==> config.mk <==
export PLATFORM = sky130hd
export DESIGN_NAME = inst_fetch_queue
export DESIGN_NICKNAME = d
export VERILOG_FILES = /design/src/rtl/ifq_pkg.sv /design/src/rtl/ifq_fifo.sv /design/src/rtl/inst_fetch_queue.sv
export SDC_FILE = /design/constraint.sdc
export NUM_CORES = 1
export LEC_CHECK = 0
export ABC_AREA = 1
export CORE_ASPECT_RATIO = 1.1
export CORE_MARGIN = 2
export CORE_UTILIZATION = 45
export DETAILED_ROUTE_END_ITERATION = 10
export PLACE_DENSITY_LB_ADDON = 0.1
export RECOVER_POWER = 100
export SETUP_SLACK_MARGIN = 0.05
export SLEW_MARGIN = 15
export SYNTH_ARGS = -nofsm -noshare
export SYNTH_HDL_FRONTEND = slang
export SYNTH_HIERARCHICAL = 1
export SYNTH_SLANG_ARGS = --single-unit
==> constraint.sdc <==
create_clock -name clk_i -period 5.1 [get_ports clk_i]
set_input_delay 1.275 -clock clk_i [delete_from_list [all_inputs] [get_ports clk_i]]
set_output_delay 1.275 -clock clk_i [all_outputs]
set_load 0.02 [all_outputs]
==> src/rtl/ifq_pkg.sv <==
// ifq_pkg: shared types and constants for the instruction fetch queue.
// Holds the request FSM state encoding, datapath widths, the PC step
// and the default reset PC, plus a PC alignment helper.
package ifq_pkg;

  // Request FSM states
  typedef enum logic [1:0] {
    IDLE = 2'd0,
    REQ  = 2'd1,
    DROP = 2'd2
  } ifq_state_e;

  localparam int          INST_W           = 32;
  localparam logic [31:0] PC_STEP          = 32'd4;
  localparam logic [31:0] PC_ALIGN_MASK    = 32'hFFFF_FFFC;
  localparam logic [31:0] DEFAULT_RESET_PC = 32'h0000_0000;

  // Force a PC onto a word boundary; the low two bits are discarded.
  function automatic logic [31:0] align_pc(input logic [31:0] pc);
    return pc & PC_ALIGN_MASK;
  endfunction

endpackage

==> src/rtl/ifq_fifo.sv <==
// ifq_fifo: DEPTH-entry {pc, inst} FIFO with occupancy count and a
// synchronous clear that takes priority over push and pop.
// The head entry is presented combinationally and reads 0 when empty.
module ifq_fifo
  import ifq_pkg::*;
#(
  parameter int unsigned DEPTH = 4
) (
  input  logic                   clk_i,
  input  logic                   rst_i,
  input  logic                   clr_i,
  input  logic                   push_i,
  input  logic                   pop_i,
  input  logic [INST_W-1:0]      pc_i,
  input  logic [INST_W-1:0]      inst_i,
  output logic                   valid_o,
  output logic [INST_W-1:0]      pc_o,
  output logic [INST_W-1:0]      inst_o,
  output logic [$clog2(DEPTH):0] count_o
);

  localparam int PW = $clog2(DEPTH);
  localparam int CW = PW + 1;

  logic [INST_W-1:0] pc_mem_q   [DEPTH];
  logic [INST_W-1:0] inst_mem_q [DEPTH];
  logic [PW-1:0]     wr_ptr_q;
  logic [PW-1:0]     rd_ptr_q;
  logic [CW-1:0]     count_q;

  // Pointer and occupancy update; clear wins over push/pop
  always_ff @(posedge clk_i or negedge rst_i) begin
    if (!rst_i) begin
      wr_ptr_q <= {PW{1'b0}};
      rd_ptr_q <= {PW{1'b0}};
      count_q  <= {CW{1'b0}};
    end else if (clr_i) begin
      wr_ptr_q <= {PW{1'b0}};
      rd_ptr_q <= {PW{1'b0}};
      count_q  <= {CW{1'b0}};
    end else begin
      if (push_i) begin
        wr_ptr_q <= wr_ptr_q + PW'(1);
      end
      if (pop_i) begin
        rd_ptr_q <= rd_ptr_q + PW'(1);
      end
      case ({push_i, pop_i})
        2'b10:   count_q <= count_q + CW'(1);
        2'b01:   count_q <= count_q - CW'(1);
        default: count_q <= count_q;
      endcase
    end
  end

  // Entry storage; contents past the read pointer are never observed
  always_ff @(posedge clk_i) begin
    if (push_i && !clr_i) begin
      pc_mem_q[wr_ptr_q]   <= pc_i;
      inst_mem_q[wr_ptr_q] <= inst_i;
    end
  end

  // Head entry presentation, zero when empty
  always_comb begin
    if (count_q != {CW{1'b0}}) begin
      valid_o = 1'b1;
      pc_o    = pc_mem_q[rd_ptr_q];
      inst_o  = inst_mem_q[rd_ptr_q];
    end else begin
      valid_o = 1'b0;
      pc_o    = 32'h0000_0000;
      inst_o  = 32'h0000_0000;
    end
  end

  assign count_o = count_q;

endmodule

==> src/rtl/inst_fetch_queue.sv <==
// inst_fetch_queue: owns the fetch PC, issues one word-aligned imem
// request at a time, and buffers returned words with their PC for decode.
// A redirect flushes the FIFO and squashes an in-flight response (DROP).
// Optional build macro IFQ_PERF_EN adds fetch_cnt_o / drop_cnt_o counters.
module inst_fetch_queue
  import ifq_pkg::*;
#(
  parameter int unsigned DEPTH    = 4,
  parameter logic [31:0] RESET_PC = DEFAULT_RESET_PC
) (
  input  logic                   clk_i,
  input  logic                   rst_i,
  input  logic                   start_i,
  input  logic                   redirect_i,
  input  logic [INST_W-1:0]      redirect_pc_i,
  output logic                   imem_req_o,
  output logic [INST_W-1:0]      imem_addr_o,
  input  logic                   imem_ack_i,
  input  logic [INST_W-1:0]      imem_data_i,
  output logic                   inst_valid_o,
  output logic [INST_W-1:0]      inst_o,
  output logic [INST_W-1:0]      inst_pc_o,
  input  logic                   inst_ready_i,
  output logic [$clog2(DEPTH):0] count_o
`ifdef IFQ_PERF_EN
  ,
  output logic [31:0]            fetch_cnt_o,
  output logic [31:0]            drop_cnt_o
`endif
);

  localparam int            CW      = $clog2(DEPTH) + 1;
  localparam logic [CW-1:0] DEPTH_C = CW'(DEPTH);
  localparam logic [CW-1:0] ONE_C   = CW'(1);

  ifq_state_e        state_q, state_d;
  logic [INST_W-1:0] fetch_pc_q, fetch_pc_d;
  logic [INST_W-1:0] addr_q, addr_d;
  logic              push_s, pop_s, clr_s, valid_s;
  logic [CW-1:0]     count_s, pop_w_s, cnt_push_s, cnt_pop_s;

  // A pop is ignored in a redirect cycle because the FIFO is being cleared
  assign pop_s      = valid_s && inst_ready_i && !redirect_i;
  assign pop_w_s    = {{(CW-1){1'b0}}, pop_s};
  assign cnt_push_s = count_s + ONE_C - pop_w_s;
  assign cnt_pop_s  = count_s - pop_w_s;

  // Next-state, fetch PC and request address selection
  always_comb begin
    state_d    = state_q;
    fetch_pc_d = fetch_pc_q;
    addr_d     = addr_q;
    push_s     = 1'b0;
    clr_s      = 1'b0;
    if (redirect_i) begin
      clr_s      = 1'b1;
      fetch_pc_d = align_pc(redirect_pc_i);
      if ((state_q != IDLE) && !imem_ack_i) begin
        // Request still in flight: keep it on the bus, discard its data later
        state_d = DROP;
      end else if (start_i) begin
        state_d = REQ;
        addr_d  = align_pc(redirect_pc_i);
      end else begin
        state_d = IDLE;
      end
    end else begin
      case (state_q)
        IDLE: begin
          if (start_i && (count_s < DEPTH_C)) begin
            state_d = REQ;
            addr_d  = fetch_pc_q;
          end else begin
            state_d = IDLE;
          end
        end
        REQ: begin
          if (imem_ack_i) begin
            push_s     = 1'b1;
            fetch_pc_d = fetch_pc_q + PC_STEP;
            if (start_i && (cnt_push_s < DEPTH_C)) begin
              state_d = REQ;
              addr_d  = fetch_pc_q + PC_STEP;
            end else begin
              state_d = IDLE;
            end
          end else begin
            state_d = REQ;
          end
        end
        DROP: begin
          if (imem_ack_i) begin
            if (start_i && (cnt_pop_s < DEPTH_C)) begin
              state_d = REQ;
              addr_d  = fetch_pc_q;
            end else begin
              state_d = IDLE;
            end
          end else begin
            state_d = DROP;
          end
        end
        default: begin
          state_d = IDLE;
        end
      endcase
    end
  end

  // FSM, fetch PC and request address registers
  always_ff @(posedge clk_i or negedge rst_i) begin
    if (!rst_i) begin
      state_q    <= IDLE;
      fetch_pc_q <= RESET_PC;
      addr_q     <= RESET_PC;
    end else begin
      state_q    <= state_d;
      fetch_pc_q <= fetch_pc_d;
      addr_q     <= addr_d;
    end
  end

  ifq_fifo #(
    .DEPTH (DEPTH)
  ) u_fifo (
    .clk_i   (clk_i),
    .rst_i   (rst_i),
    .clr_i   (clr_s),
    .push_i  (push_s),
    .pop_i   (pop_s),
    .pc_i    (addr_q),
    .inst_i  (imem_data_i),
    .valid_o (valid_s),
    .pc_o    (inst_pc_o),
    .inst_o  (inst_o),
    .count_o (count_s)
  );

  assign imem_req_o   = (state_q != IDLE);
  assign imem_addr_o  = addr_q;
  assign inst_valid_o = valid_s;
  assign count_o      = count_s;

`ifdef IFQ_PERF_EN
  logic        drop_ack_s;
  logic [31:0] fetch_cnt_q, drop_cnt_q;

  // Acked data is discarded in DROP, or in REQ when a redirect coincides
  assign drop_ack_s = imem_ack_i && ((state_q == DROP) || (redirect_i && (state_q == REQ)));

  // Wrapping accepted/discarded ack counters
  always_ff @(posedge clk_i or negedge rst_i) begin
    if (!rst_i) begin
      fetch_cnt_q <= 32'd0;
      drop_cnt_q  <= 32'd0;
    end else begin
      if (push_s) begin
        fetch_cnt_q <= fetch_cnt_q + 32'd1;
      end
      if (drop_ack_s) begin
        drop_cnt_q <= drop_cnt_q + 32'd1;
      end
    end
  end

  assign fetch_cnt_o = fetch_cnt_q;
  assign drop_cnt_o  = drop_cnt_q;
`endif

endmodule

# After elaboration in Yosys (flattened, before gate mapping)
# Memories as Yosys holds them, arrays and structs flattened.
# Index checks and enable logic that the tools add are counted.
dict set report totals {
  elab_cells 86
  memories 2
  ram_bits 256
  ff_bits 73
  output_inout_bits 101
  rom_bits 0
  latchBits 0
}
# memory depth width rd rd_ports_with_merged_regs wr line_no
set memory_table {}
lappend memory_table {u_fifo.inst_mem_q 4 32 1 0 1 ifq_fifo.sv:26} ;# logic [INST_W-1:0] inst_mem_q [DEPTH];
lappend memory_table {u_fifo.pc_mem_q 4 32 1 0 1 ifq_fifo.sv:25} ;# logic [INST_W-1:0] pc_mem_q [DEPTH];
dict set report op_classes {
  shift 0
  n_reduce_logical 21
  n_eq_ne 11
  order_cmp 3
  multipliers 0
  addsub 7
  muxes 36
  n_div 0
  bitwise_logic 0
}
# cell count
set ops {}
lappend ops {{two-way mux 32 bit} 13}
lappend ops {{one-hot mux 32 bit (3 select lines)} 1}
lappend ops {{adder 32 x 3 -> 32 bit, second input constant} 1}
lappend ops {{two-way mux 2 bit} 8}
lappend ops {{!= test 3 bit, second input constant} 5}
lappend ops {{two-way mux 1 bit} 11}
lappend ops {{nonzero test 2 bit} 5}
lappend ops {{< comparator 3 bit, second input constant} 3}
lappend ops {{AND reduction 8 bit} 1}
lappend ops {{logical AND 1 bit} 7}
lappend ops {{one-hot mux 2 bit (3 select lines)} 1}
lappend ops {{one-hot mux 3 bit (2 select lines)} 1}
lappend ops {{nonzero test 3 bit} 2}
lappend ops {{subtractor 3 x 1 -> 3 bit} 2}
lappend ops {{adder 2 x 1 -> 2 bit, second input constant} 2}
lappend ops {{== test 2 x 1 -> 1 bit, second input constant} 2}
lappend ops {{== test 2 bit, second input constant} 2}
lappend ops {{!= test 2 bit, second input constant} 2}
lappend ops {{nonzero test 4 bit} 1}
lappend ops {{adder 3 x 1 -> 3 bit, second input constant} 1}
lappend ops {{zero test 1 bit} 3}
lappend ops {{two-way mux 3 bit} 1}
lappend ops {{subtractor 3 x 1 -> 3 bit, second input constant} 1}
lappend ops {{zero test 2 bit} 1}
lappend ops {{AND reduction 2 bit} 1}

# Depth between registers and ports, before layout
dict set report logic_depth {
  ltp_word 11
  mapped_depth 16
  mapped_depth_nobuf 14
}

# By module
# Netlist, hierarchy kept.
# mod area_per_inst_um2 instances cells_per_inst
set modules_own_cells {}
lappend modules_own_cells {ifq_fifo 11170.7 1 1072}
lappend modules_own_cells {inst_fetch_queue 4195.3 1 654}

# Least setup slack after synthesis
# No wires, ideal clock.
dict set report synth_timing {
  path_type {input to register}
  startpoint {in redirect_i}
  endpoint {mem u_fifo.inst_mem_q[0][0], enable pin}
  arrival_ns 4.629
  path_stages 5
  path_buffers 2
  slack_ns -0.015
  path_cell_list {buf_2 -> nor2_1 -> buf_2 -> nand2_1 -> nor2_1}
}
# element line_no
set synth_rtl {}
lappend synth_rtl {{start, declared} inst_fetch_queue.sv:14} ;# input logic redirect_i,
lappend synth_rtl {{two-way mux 1 bit} inst_fetch_queue.sv:55} ;# if (redirect_i) begin
lappend synth_rtl {{net push_s} inst_fetch_queue.sv:39} ;# logic push_s, pop_s, clr_s, valid_s;
lappend synth_rtl {{logical AND 1 bit} ifq_fifo.sv:58} ;# if (push_i && !clr_i) begin
lappend synth_rtl {{two-way mux 1 bit} ifq_fifo.sv:58}
lappend synth_rtl {{two-way mux 1 bit (not written as such)} ifq_fifo.sv:60} ;# inst_mem_q[wr_ptr_q] <= inst_i;
lappend synth_rtl {{end, declared} ifq_fifo.sv:26}
# The timed path passes the listed nets, and every way through them passes these cells.

# Final worst setup path
dict set report layout_timing {
  startpoint {reg u_fifo.rd_ptr_q[0]}
  endpoint {out inst_pc_o[23]}
}
dict set report layout_via {
  elab_chain_cells 2
}
# element line_no
set layout_lines {}
lappend layout_lines {{start, declared} ifq_fifo.sv:28} ;# logic [PW-1:0] rd_ptr_q;
lappend layout_lines {{start signal, assigned} ifq_fifo.sv:35} ;# rd_ptr_q <= {PW{1'b0}};
lappend layout_lines {{start signal, assigned} ifq_fifo.sv:39} ;# rd_ptr_q <= {PW{1'b0}};
lappend layout_lines {{start signal, assigned} ifq_fifo.sv:46} ;# rd_ptr_q <= rd_ptr_q + PW'(1);
lappend layout_lines {{memory (4 x 32 bit)} -}
lappend layout_lines {{two-way mux 32 bit} ifq_fifo.sv:66} ;# if (count_q != {CW{1'b0}}) begin
lappend layout_lines {{end, declared} inst_fetch_queue.sv:22} ;# output logic [INST_W-1:0] inst_pc_o,
# No other way between the ends.

==> flow_metrics.py <==
metrics = {
    "status": {
        "outcome": "complete, but fails checks",
        "violations": "capacitance limit, slew limit",
    },
    "power": {
        "power_frac_comb": 0.256,
        "p_sw_uw": 2480,
        "power.total_uw": 7780,
        "p_clk_frac": 0.310,
        "p_leak_uw": 0.00775,
        "switching_share": 0.319,
        "p_int_uw": 5300,
        "p_seq_frac": 0.435,
        "power_density_mw_per_mm2": 422,
        "vdd_drop_max_uv": 277,
    },
    "critical_path": {
        "start_kind": "register",
        "worstSetupPathType": "register to output pin",
        "rr_startpoint": "state_q[1]$_DFF_PN0_",
        "max_stage_delay_ns": 0.73,
        "rr_endpoint": "u_fifo/pc_mem_q[0][2]$_DFFE_PP_",
        "critical_path.slowest_cell": "dfrtp_4",
        "cp_max_fo": 44,
        "critPathMostFrequentCell": "nor2_1",
        "crit_required_ns": 3.83,
        "r2r_slack_ns": 1.75,
        "r2r_cells": 8,
        "critical_path_buf_inv_count": 2,
        "worstPathArrival_ns": 3.12,
        "endpoint_kind": "output pin",
        "worstPathCellList": "clkbuf_2, nor2_1, nor2_1, nand2_1, a21oi_1, dlygate4sd3_1",
        "crit_family": "buffers and inverters",
    },
    "die": {
        "rows": 70,
        "die_h_um": 198,
        "initial_core_util": 0.459,
        "fp.dieW_um": 180,
        "coreArea_sq_mm": 0.0335,
        "die_area_sq_mm": 0.0356,
        "ios": 171,
    },
    "global_routing": {
        "grt_pass1_wl_um": 57500,
        "grt_pass1_vias": 10900,
        "grt_overflow": 0,
        "grtUsageTotal": 0.203,
        "grt_max_degree": 90,
        "antenna_found_initial": 0,
    },
    "layout": {
        "regArea_sq_mm": 0.00944,
        "final_cell_mix": "nand2_1, nor2_1, edfxtp_1",
        "nFillCells": 3007,
        "syn_to_final_growth_pct": 19.9,
        "final_cell_area_sq_mm": 0.0184,
        "final_common_cell": "nand2_1",
        "num_antenna_cells": 0,
        "nets": 1953,
        "multi_input_area_sq_mm": 0.00477,
        "drive_above_1_share": 0.0479,
    },
    "yosys": {
        "synth_fp_nets": 1802,
        "synthCells": 1726,
        "synth.ff_latch_count": 326,
        "synth-edff-count": 256,
        "synth_cell_type_count": 35,
        "ys_seq_area_frac": 0.614,
        "yosysWarnings": 6,
        "syn-mean-instance-area_sq_um": 8.90,
        "async_flop_share": 0.215,
        "ys.flop_type": "edfxtp_1",
        "synth_area_sq_mm": 0.0154,
    },
    "hold_path": {
        "min_path_type": "register to register",
        "min_from": "imem_addr_o[14]$_DFFE_PN0P_",
        "hold_end": "u_fifo/pc_mem_q[2][14]$_DFFE_PP_",
        "hold_depth": 0,
    },
    "clock_tree": {
        "hold_buffers": 0,
        "cts_resized": 0,
        "clock_tree.buffer_depth": 3,
        "cts_tree": "built",
        "cts_inserted_buffers": 35,
        "clk_latency_ns": 0.50,
        "root_buffer": "clkbuf_16",
        "h-tree-depth": 2,
        "post_cts_buffers": 0,
        "clk_pin_slew_ns": 0.06,
        "cts.sinks": 326,
    },
    "detailed_routing": {
        "first_pass_iters": 5,
        "drt-vias-per-instance": 4.91,
        "via_count": 11400,
        "drt_iter0_markers": 731,
        "wirelength_um": 36300,
        "ant_nets": 0,
        "drc": 0,
        "wl_per_cell_um": 15.6,
    },
    "timing": {
        "setup_viol": 0,
        "rsz0062_at_grt": "no",
        "max-slew-margin-rel": -0.421,
        "finalClockSkew_ns": 0.00963,
        "timing.final.ws_setup_ns": 0.704,
        "post-route-min-period_ns": 4.40,
        "max_slew.worst_pin.slew_ns": 2.13,
        "slew_violations": 87,
        "hold_viol_final": 0,
        "fmax_mhz": 227,
        "period_share": 0.862,
    },
    "placement": {
        "hpwl_um": 22700,
        "placed_cell_area_sq_mm": 0.0174,
        "place_ws_ns": 0.783,
        "gp_congestion": 0.948,
        "port-buffer-count": 168,
    },
    "run": {
        "cap_violations": 2,
    },
}
==> cell type report <==
| class | instances | share of cell area |
|---|---|---|
| clock inverters | 13 | 0.00625 |
| multi-input cells | 1128 | 0.259 |
| flip-flops and latches | 326 | 0.513 |
| repair buffers | 190 | 0.100 |
| well taps | 432 | 0.0293 |
| clock buffers | 46 | 0.0526 |
| inverters | 196 | 0.0399 |
==> metrics by stage <==
stage | hold WS (ns) | util | setup TNS (ns) | instances
detailed placement | 0.527 | 0.519 | 0 | 2272
global placement | 0.523 | 0.519 | 0 | 2272
global route | 0.556 | 0.550 | 0 | 2331
floorplan | 0.514 | - | -3.97 | 1726
CTS | 0.541 | 0.551 | 0 | 2331
finish | 0.536 | 0.550 | 0 | 2331
==> synthesized netlist by cell type (all sizes together), types with 4 or more instances <==
library cell | n | share of area
nand2 | 583 | 0.14
nor2 | 323 | 0.082
edfxtp | 256 | 0.50
inv | 195 | 0.048
a21oi | 91 | 0.030
dfrtp | 70 | 0.11
buf | 63 | 0.026
nand3 | 51 | 0.017
o21ai | 26 | 0.0085
o211ai | 19 | 0.0093
clkbuf | 13 | 0.0032
a31oi | 6 | 0.0024
ha | 5 | 0.0041
o221ai | 5 | 0.0028
xor2 | 5 | 0.0028
nand4 | 4 | 0.0016
==> sequential cells by signal, summed over array words and instances, names as in the netlist <==
name               count
u_fifo/pc_mem_q      128
fetch_pc_q            30
u_fifo/wr_ptr_q        2
u_fifo/rd_ptr_q        2
u_fifo/count_o         3
imem_addr_o           31
state_q                2
u_fifo/inst_mem_q    128
==> cell families after synthesis <==
family | Yosys count | synth area share
buf+inv | 272 | 0.0775
simple gates | 966 | 0.245
xor+xnor | 6 | 0.00342
compound gates | 150 | 0.0541
flops | 326 | 0.614
fa+ha+maj | 6 | 0.00537
==> worst max path at each step <==
| stage | startpoint | to | slack (ns) | cells after the start |
|---|---|---|---|---|
| 6_report | u_fifo/rd_ptr_q[0]$_DFFE_PN0P_ | inst_pc_o[23] | 0.70 | 6 |
| 5_1_grt | u_fifo/rd_ptr_q[0]$_DFFE_PN0P_ | inst_o[3] | 0.46 | 6 |
| 4_1_cts | u_fifo/rd_ptr_q[0]$_DFFE_PN0P_ | inst_pc_o[14] | 0.96 | 6 |
| 3_5_place_dp | imem_ack_i | u_fifo/inst_mem_q[0][30]$_DFFE_PP_ | 0.78 | 6 |
| 3_3_place_gp | imem_ack_i | u_fifo/inst_mem_q[0][28]$_DFFE_PP_ | 0.81 | 6 |
| 2_1_floorplan | redirect_i | u_fifo/inst_mem_q[0][0]$_DFFE_PP_ | -0.02 | 5 |
==> routing by layer <==
layer | part of all wire | up-vias | wire length (um) | global-route usage
met4 | 0.029 | 0 | 1050 | 0.0663
met3 | 0.044 | 61 | 1580 | 0.0267
li1 | - | 5780 | - | -
met2 | 0.49 | 278 | 17700 | 0.352
met1 | 0.44 | 5317 | 16000 | 0.267
met5 | 0 | - | 0 | 0
==> power by group through the flow <==
stage | Sequential [uW] | Clock (uW) | Combinational (uW)
4_1_cts | 3390 | 2480 | 2130
3_5_place_dp | 3440 | 0 | 2130
2_1_floorplan | 3460 | 0 | 1100
5_1_grt | 3410 | 2580 | 2180
6_report | 3380 | 2410 | 1990
3_3_place_gp | 3430 | 0 | 2100
Power figures use the tool's default switching activity.
